**src/rtl/uart_rx.sv**
```systemverilog
`default_nettype none
// ============================================================================
// Module      : uart_rx
// Description : Oversampled asynchronous serial receiver (start, N data bits
//               MSB first, optional parity, 1 or 2 stop bits).
// Revision    : 1.0 - initial release
// ============================================================================
module uart_rx #(
    parameter int N      = 8,
    parameter int M      = 3,
    parameter int OVS    = 16,
    parameter int OVS_W  = 4,
    parameter int PARITY = 0,
    parameter int STOP   = 0
) (
    input  logic         clk,
    input  logic         nrst,
    input  logic         rxd,
    output logic [N-1:0] data,
    output logic         valid,
    output logic         parity_err,
    output logic         frame_err,
    output logic         busy
);

    typedef enum logic [2:0] {
        S_IDLE   = 3'd0,
        S_START  = 3'd1,
        S_DATA   = 3'd2,
        S_PARITY = 3'd3,
        S_STOP   = 3'd4
    } state_t;

    localparam logic [OVS_W-1:0] c_half_m1   = OVS_W'(OVS / 2 - 1);
    localparam logic [OVS_W-1:0] c_full_m1   = OVS_W'(OVS - 1);
    localparam logic [M-1:0]     c_last_bit  = M'(N - 1);
    localparam logic             c_has_par   = (PARITY != 0);
    localparam logic             c_stop_last = (STOP != 0);

    state_t             r_state;
    state_t             w_next;
    logic               r_sync1;
    logic               r_sync2;
    logic               r_prev;
    logic [OVS_W-1:0]   r_ovs_cnt;
    logic [M-1:0]       r_bit_cnt;
    logic               r_stop_cnt;
    logic [N-1:0]       r_shift;
    logic               r_par_err;
    logic               r_frm_err;
    logic               w_rxd_s;
    logic               w_fall;
    logic               w_half;
    logic               w_full;
    logic               w_done;
    logic               w_par_exp;

    assign w_rxd_s = r_sync2;
    assign w_fall  = r_prev & ~r_sync2;
    assign w_half  = (r_ovs_cnt == c_half_m1);
    assign w_full  = (r_ovs_cnt == c_full_m1);
    assign busy    = (r_state != S_IDLE);

    // Synchroniser and edge-detect history idle high so reset never looks like a start edge
    always_ff @(posedge clk or negedge nrst) begin
        if (!nrst) begin
            r_sync1 <= 1'b1;
            r_sync2 <= 1'b1;
            r_prev  <= 1'b1;
        end else begin
            r_sync1 <= rxd;
            r_sync2 <= r_sync1;
            r_prev  <= r_sync2;
        end
    end

    generate
        if (PARITY == 1) begin : g_par_even
            assign w_par_exp = ^r_shift;
        end else if (PARITY == 2) begin : g_par_odd
            assign w_par_exp = ~^r_shift;
        end else if (PARITY == 3) begin : g_par_mark
            assign w_par_exp = 1'b1;
        end else begin : g_par_space
            assign w_par_exp = 1'b0;
        end
    endgenerate

    always_ff @(posedge clk or negedge nrst) begin
        if (!nrst) begin
            r_state <= S_IDLE;
        end else begin
            r_state <= w_next;
        end
    end

    always_comb begin
        w_next = r_state;
        w_done = 1'b0;
        case (r_state)
            S_IDLE: begin
                if (w_fall) begin
                    w_next = S_START;
                end
            end
            S_START: begin
                if (w_half) begin
                    w_next = w_rxd_s ? S_IDLE : S_DATA;
                end
            end
            S_DATA: begin
                if (w_full && (r_bit_cnt == c_last_bit)) begin
                    w_next = c_has_par ? S_PARITY : S_STOP;
                end
            end
            S_PARITY: begin
                if (w_full) begin
                    w_next = S_STOP;
                end
            end
            S_STOP: begin
                if (w_full && (r_stop_cnt == c_stop_last)) begin
                    w_next = S_IDLE;
                    w_done = 1'b1;
                end
            end
            default: begin
                w_next = S_IDLE;
            end
        endcase
    end

    // Counter restarts on every state change and every bit midpoint, giving one sample per OVS
    always_ff @(posedge clk or negedge nrst) begin
        if (!nrst) begin
            r_ovs_cnt  <= '0;
            r_bit_cnt  <= '0;
            r_stop_cnt <= 1'b0;
            r_shift    <= '0;
            r_par_err  <= 1'b0;
            r_frm_err  <= 1'b0;
            data       <= '0;
            valid      <= 1'b0;
            parity_err <= 1'b0;
            frame_err  <= 1'b0;
        end else begin
            valid <= 1'b0;
            if ((r_state == S_IDLE) || (w_next != r_state) || w_full) begin
                r_ovs_cnt <= '0;
            end else begin
                r_ovs_cnt <= r_ovs_cnt + 1'b1;
            end
            case (r_state)
                S_START: begin
                    if (w_half) begin
                        r_bit_cnt  <= '0;
                        r_stop_cnt <= 1'b0;
                        r_par_err  <= 1'b0;
                        r_frm_err  <= 1'b0;
                    end
                end
                S_DATA: begin
                    if (w_full) begin
                        r_shift   <= {r_shift[N-2:0], w_rxd_s};
                        r_bit_cnt <= r_bit_cnt + 1'b1;
                    end
                end
                S_PARITY: begin
                    if (w_full) begin
                        r_par_err <= (w_rxd_s != w_par_exp);
                    end
                end
                S_STOP: begin
                    if (w_full) begin
                        r_stop_cnt <= r_stop_cnt + 1'b1;
                        if (!w_rxd_s) begin
                            r_frm_err <= 1'b1;
                        end
                        if (w_done) begin
                            data       <= r_shift;
                            parity_err <= r_par_err;
                            frame_err  <= r_frm_err | ~w_rxd_s;
                            valid      <= 1'b1;
                        end
                    end
                end
                default: begin
                end
            endcase
        end
    end

endmodule
`default_nettype wire

```
**config.mk**
```make
export PLATFORM = sky130hd
export DESIGN_NAME = uart_rx
export DESIGN_NICKNAME = d
export VERILOG_FILES = /design/src/rtl/uart_rx.sv
export SDC_FILE = /design/constraint.sdc
export NUM_CORES = 1
export LEC_CHECK = 0
export CORE_MARGIN = 2
export CORE_UTILIZATION = 31
export CTS_BUF_LIST = sky130_fd_sc_hd__clkbuf_16
export DETAILED_ROUTE_END_ITERATION = 8
export DONT_BUFFER_PORTS = 1
export PLACE_DENSITY_LB_ADDON = 0.25
export REMOVE_ABC_BUFFERS = 1
export SLEW_MARGIN = 30
export SYNTH_ARGS = -nofsm -noshare
export SYNTH_HDL_FRONTEND = slang
export SYNTH_SLANG_ARGS = --single-unit
```
**constraint.sdc**
```tcl
create_clock -name clk -period 1.7 [get_ports clk]
set_input_delay 0.51 -clock clk [delete_from_list [all_inputs] [get_ports clk]]
set_output_delay 0.51 -clock clk [all_outputs]
set_load 0.02 [all_outputs]
```
==> key figures <==
Clock network
  • H-tree levels: 2
  • CTS tree: built
  • Skew-Pair Late Insertion Delay: 0.28 ns
  • Clock root buffer: clkbuf_16
  • CTS Buf Count: 5
  • # clock sinks: 35
  • Clock transition at path regs: 0.05 ns
  • CTS Buffer Depth: 2

Logic synthesis
  • Area contributors post-synth: dfrtp_1 (53%), nand2_1 (7.3%), mux2_2 (6.8%), dfstp_2 (5.3%), ha_1 (2.5%)
  • Synthesis-stage register bit count: 35
  • Most used flip-flop cell after synthesis: dfrtp_1
  • Yosys cell types: 35
  • Synthesis Warnings: 0
  • Netlist Area Pre-Place: approximately 1500 um^2
  • Mapped Avg Cell Area: between 10 and 15 um^2
  • EDFF count, synth: 0
  • Syn Inst Count: 133
  • Yosys top cell by area: dfrtp_1
  • Yosys top cell area share: 0.534
  • Top cells by instance count after synthesis: dfrtp_1 (32), nand2_1 (29), mux2_2 (9), nor2_1 (9), buf_2 (6)
  • Most frequent cell after synthesis: dfrtp_1
  • Async set or reset register ratio after synthesis: 1.00
  • Post-synthesis sequential area ratio: 0.586

Finish
  • NumNets Final: about 150
  • N_diodes: 0
  • Core Util, Final: 0.380
  • Post-route design area: ~1800 um^2
  • Layout cells sized above 1: 0.287
  • Area Overhead vs Synth: 18.8%

Floorplanning
  • Chip height: 73.6 um
  • Initial Utilization: 0.320
  • IO Pins: 15
  • Row cnt: 25
  • Core Region: roughly 4700 um^2
  • Die Wd: 73.6 um
  • Die area: 5410 um^2

Critical path
  • Worst Setup End Kind: output pin
  • Crit-path max FO: 7
  • Worst path arrival time: ~1.1 ns
  • CP required: between 1 and 1.5 ns
  • Worst Setup Start Kind: register
  • Crit Path Class: reg -> out

Route
  • Via count: ~960
  • DR WL/cell: around 14 um
  • DRC violations left: 0
  • Pre-antenna DRT Iters: 4
  • Post-DRT Antenna Nets: 0
  • DR iter-0 viols: 52
  • DRT Wirelength: about 2.7 mm
  • Vias/cell: about 5

Run status
  • Status: complete, no violations

Power and ir drop
  • Peak VDD IR: roughly 0.00045 V
  • Power Dens Cells: approximately 1300 nW/um^2
  • Total leakage power: roughly 0.84 nW

GRT
  • Vias in the first global route: 916
  • Initial antenna violation count: 0
  • First-pass GRT wire length: about 4.6 mm
  • Gr usage total: 0.111
  • Largest net degree at the start of global routing: 33
  • GRT overflow: 0

Placement
  • Dpl hpwl: roughly 1.8 mm
  • Routability congestion estimate: just over 0.9
  • IO Port Bufs: 0
  • Placement-stage cell area: about 1600 um^2

Timing
  • Final setup fails: 0
  • Fmax: approximately 610 MHz
  • Relative max-transition margin: 0.826
  • Min Tclk post-route: 1.65 ns
  • Final Hold Violating Endpoints: 0
  • Worst slew pin tran: approximately 0.26 ns
  • Final max-slew violation count: 0
  • Tcrit/Tclk final: 0.971
  • Worst Skew: between 0.002 and 0.0025 ns
  • RSZ-0062 raised after global routing: no

Run
  • Maxcap violations: 0

Hold path
  • Hold Path Class: in -> async
==> kinds of logic after synthesis <==
family,after synthesis,synth area share
AOI/OAI and AO/OA,19,0.0876
xor gates and xnor gates,2,0.0117
adders and majority gates,3,0.0250
buffers and inverters,10,0.0350
DFF,35,0.586
muxes,9,0.0676
and+or+nand+nor,55,0.187
==> layout by cell type (no fill, tap or decap), drive strengths merged, types with 2 or more instances in the layout <==
cell | synthesis | routed
nand2 | 29 | 29
nor2 | 9 | 9
inv | 3 | 4
dfrtp | 32 | 32
ha | 3 | 3
nand4 | 2 | 2
clkbuf | 0 | 5
buf | 7 | 9
a22o | 2 | 2
or3 | 2 | 2
dfstp | 3 | 3
a21oi | 2 | 2
nand2b | 3 | 3
o21ai | 6 | 6
mux2 | 9 | 9
nand3 | 5 | 5
==> per-layer routing <==
| layer | vias to the layer above | share of wire | routed length, um | global-route usage |
|---|---|---|---|---|
| li1 | 471 | - | - | - |
| met2 | 25 | 0.47 | 1250 | 0.165 |
| met3 | 5 | 0.060 | 161 | 0.0316 |
| met5 | - | 0 | 0 | 0 |
| met1 | 463 | 0.45 | 1190 | 0.152 |
| met4 | 0 | 0.022 | 59 | 0.0485 |
==> cell type report <==
cell class,count,area (um^2)
Tap cell,54,67.6
Multi-Input combinational cell,88,588
Fill cell,453,2910
Inverter,3,11.3
Timing Repair Buffer,9,92.6
Clock buffer,5,125
Clock inverter,3,16.3
Sequential cell,35,881
==> where the power goes <==
| part | internal (mW) | switching [mW] |
|---|---|---|
| registers | 0.917 | 0.0883 |
| logic | 0.200 | 0.235 |
| clock network | 0.533 | 0.323 |
==> flip-flops by register name, indices dropped and copies added, names as in the netlist, 3 cells and up <==
register / cells
r_shift: 8
r_ovs_cnt: 4
data: 8
r_bit_cnt: 3
r_state: 3
==> through the flow <==
| stage | power (mW) | setup slack [ns] | TNS [ns] | cells | hold WS [ns] |
|---|---|---|---|---|---|
| floorplan | 1.27 | -0.128 | -0.780 | 126 | 0.214 |
| global placement | 1.40 | 0.0928 | 0 | 188 | 0.216 |
| detailed placement | 1.41 | 0.0645 | 0 | 188 | 0.216 |
| CTS | 2.31 | 0.0185 | 0 | 197 | 0.0621 |
| global route | 2.42 | 0.00419 | 0 | 197 | 0.0602 |
| finish | 2.30 | 0.0495 | 0 | 197 | 0.0569 |
==> worst paths after layout <==
path / startpoint / end / slack (ns) / cells after the start
setup / recovery: r_state[2] / busy / 0.05 / 3
hold / removal: nrst / r_ovs_cnt[1] / 0.06 / 1
setup reg to reg: r_ovs_cnt[0] / data[6] / 0.07 / 5
hold reg to reg: r_sync1 / r_sync2 / 0.35 / 0
max in group asynchronous: nrst / r_state[1] / 1.47 / 1
min in group clk: rxd / r_sync1 / 0.23 / 0
==> worst max-delay path, stage by stage (launching register included) <==
cell	delay (ns)
dfrtp_1	0.41
buf_4	0.17
nor2_1	0.14
nand2_2	0.14
==> what timing repair did <==
| action | 4_1_cts | 5_1_grt |
|---|---|---|
| buffers inserted | 0 | 0 |
| endpoints found under the setup margin | 0 | 13 |
| hold buffers | 1 | 0 |
| gates resized for setup | 0 | 7 |
| endpoints found under the hold margin | 32 | 0 |
Note: power is estimated with default switching activity, not from simulation.
==> RTL change, RTL diff (same settings) <==
Set the parameter `PARITY` to 1 (it was 0).
--- a/src/rtl/uart_rx.sv
+++ b/src/rtl/uart_rx.sv
@@ -11,5 +11,5 @@
     parameter int OVS    = 16,
     parameter int OVS_W  = 4,
-    parameter int PARITY = 0,
+    parameter int PARITY = 1,
     parameter int STOP   = 0
 ) (
Formal check against the unedited RTL: no difference found for any inputs over 10 cycles, from zero or initial values and one cycle with nrst low; that may be too few to reach the edited logic, so the function may still have changed.
==> RTL change against the original RTL <==
  * Non-clock buffer count unchanged
  * Via count up 1.7%
  * Combinational power down 7.8%
  * Maximum frequency down 1.2%
  * Sequential cell count unchanged
  * Synthesized area up 12%
  * Design area up 11%
  * Total power up 4.6%
  * Setup slack worse by 0.019 ns
  * Wire length up 11%
  * Synthesized cell count down 6.0%
  * Largest cell class unchanged
==> RTL change: results (changes against the original RTL) <==
dpl ws = 0.0987 ns (was 0.0645 ns)
critical path arrival = 1.16 ns (was 1.14 ns)
final worst slack = 0.0302 ns (was 0.0495 ns)
Int Pwr = 1.78 mW (was 1.65 mW)
Netlist cell types = 41 (was 35)
worst reg2reg path endpoint = data[0] (was data[6])
Slew @ Worst Pin = 0.312 ns (was 0.257 ns)
post-synthesis sequential area ratio = 0.522 (was 0.586)
synth top area cells = dfrtp_1 (47%), mux2_4 (8.0%), mux2_2 (6.0%) (was dfrtp_1 (53%), nand2_1 (7.3%), mux2_2 (6.8%))
reg2reg path depth = 6 (was 5)
Slowest cell on crit path = or3_4 (was dfrtp_1)
number of global-route vias before repair = 1063 (was 916)
PostCTS Resize Cnt = 2 (was 0)
crit-path leading delay family = simple AND/OR/NAND/NOR gates (was flip-flops)
GP Congestion = 0.785 (was 0.935)
R2R Setup Slk = 0.10 ns (was 0.07 ns)
Commonest cells post-synth = dfrtp_1 (32), mux2_2 (9), mux2_4 (9) (was dfrtp_1 (32), nand2_1 (29), mux2_2 (9), nor2_1 (9), buf_2 (6))
vias = 980 (was 964)
status = finished clean (unchanged)
FILL cells = 472 (was 453)
DP Area = 1780 µm² (was 1600 µm²)
gr usage total = 0.110 (was 0.111)
leak pwr = 0.918 nW (was 0.840 nW)
clk_skew = 0.00428 ns (was 0.00216 ns)
final layout net count = 140 (was 148)
DRT iter0 DRCs = 70 (was 52)
WL final = 2.97 mm (was 2.66 mm)
[RTL change: logic make-up (layout without fill, tap and decap cells)]
| kind of cell | after synthesis | in the layout | synth area share |
|---|---|---|---|
| AO/OA/AOI/OAI | 16 | 16 | 0.0682 |
| XOR/XNOR | 8 | 8 | 0.0586 |
| adder cells (fa/ha/maj) | 3 | 3 | 0.0223 |
| buffers and inverters | 12 | 22 | 0.0490 |
| flip-flops | 35 | 35 | 0.522 |
| multiplexers | 19 | 19 | 0.146 |
| AND/OR/NAND/NOR | 32 | 32 | 0.134 |
[RTL change: per-stage QoR]
stage,TNS [ns],cells,hold WS [ns]
detailed placement,0,196,0.215
global route,0,205,0.0630
global placement,0,196,0.215
CTS,0,205,0.0601
finish,0,205,0.0614
floorplan,-0.329,118,0.214
[RTL change: power groups by stage]
stage,clock [mW],sequential (mW),combinational (mW)
2_1_floorplan,0,0.994,0.244
3_3_place_gp,0,0.981,0.364
3_5_place_dp,0,0.982,0.376
4_1_cts,1.06,0.972,0.405
5_1_grt,1.10,0.985,0.443
6_report,1.03,0.974,0.401
[RTL change: area by class of cell]
cell class / instances / share of cell area
Clock buffer: 5 / 0.0633
Clock inverter: 3 / 0.0221
Inverter: 5 / 0.00949
Multi-Input combinational cell: 78 / 0.369
Sequential cell: 35 / 0.445
Tap cell: 70 / 0.0443
Timing Repair Buffer: 9 / 0.0468
[RTL change: per-layer routing]
| layer | GRT usage | wire [µm] | up-vias |
|---|---|---|---|
| met5 | 0 | 0 | - |
| met4 | 0.0536 | 65 | 0 |
| met3 | 0.0419 | 147 | 7 |
| met2 | 0.178 | 1400 | 18 |
| met1 | 0.126 | 1360 | 492 |
| li1 | - | - | 463 |
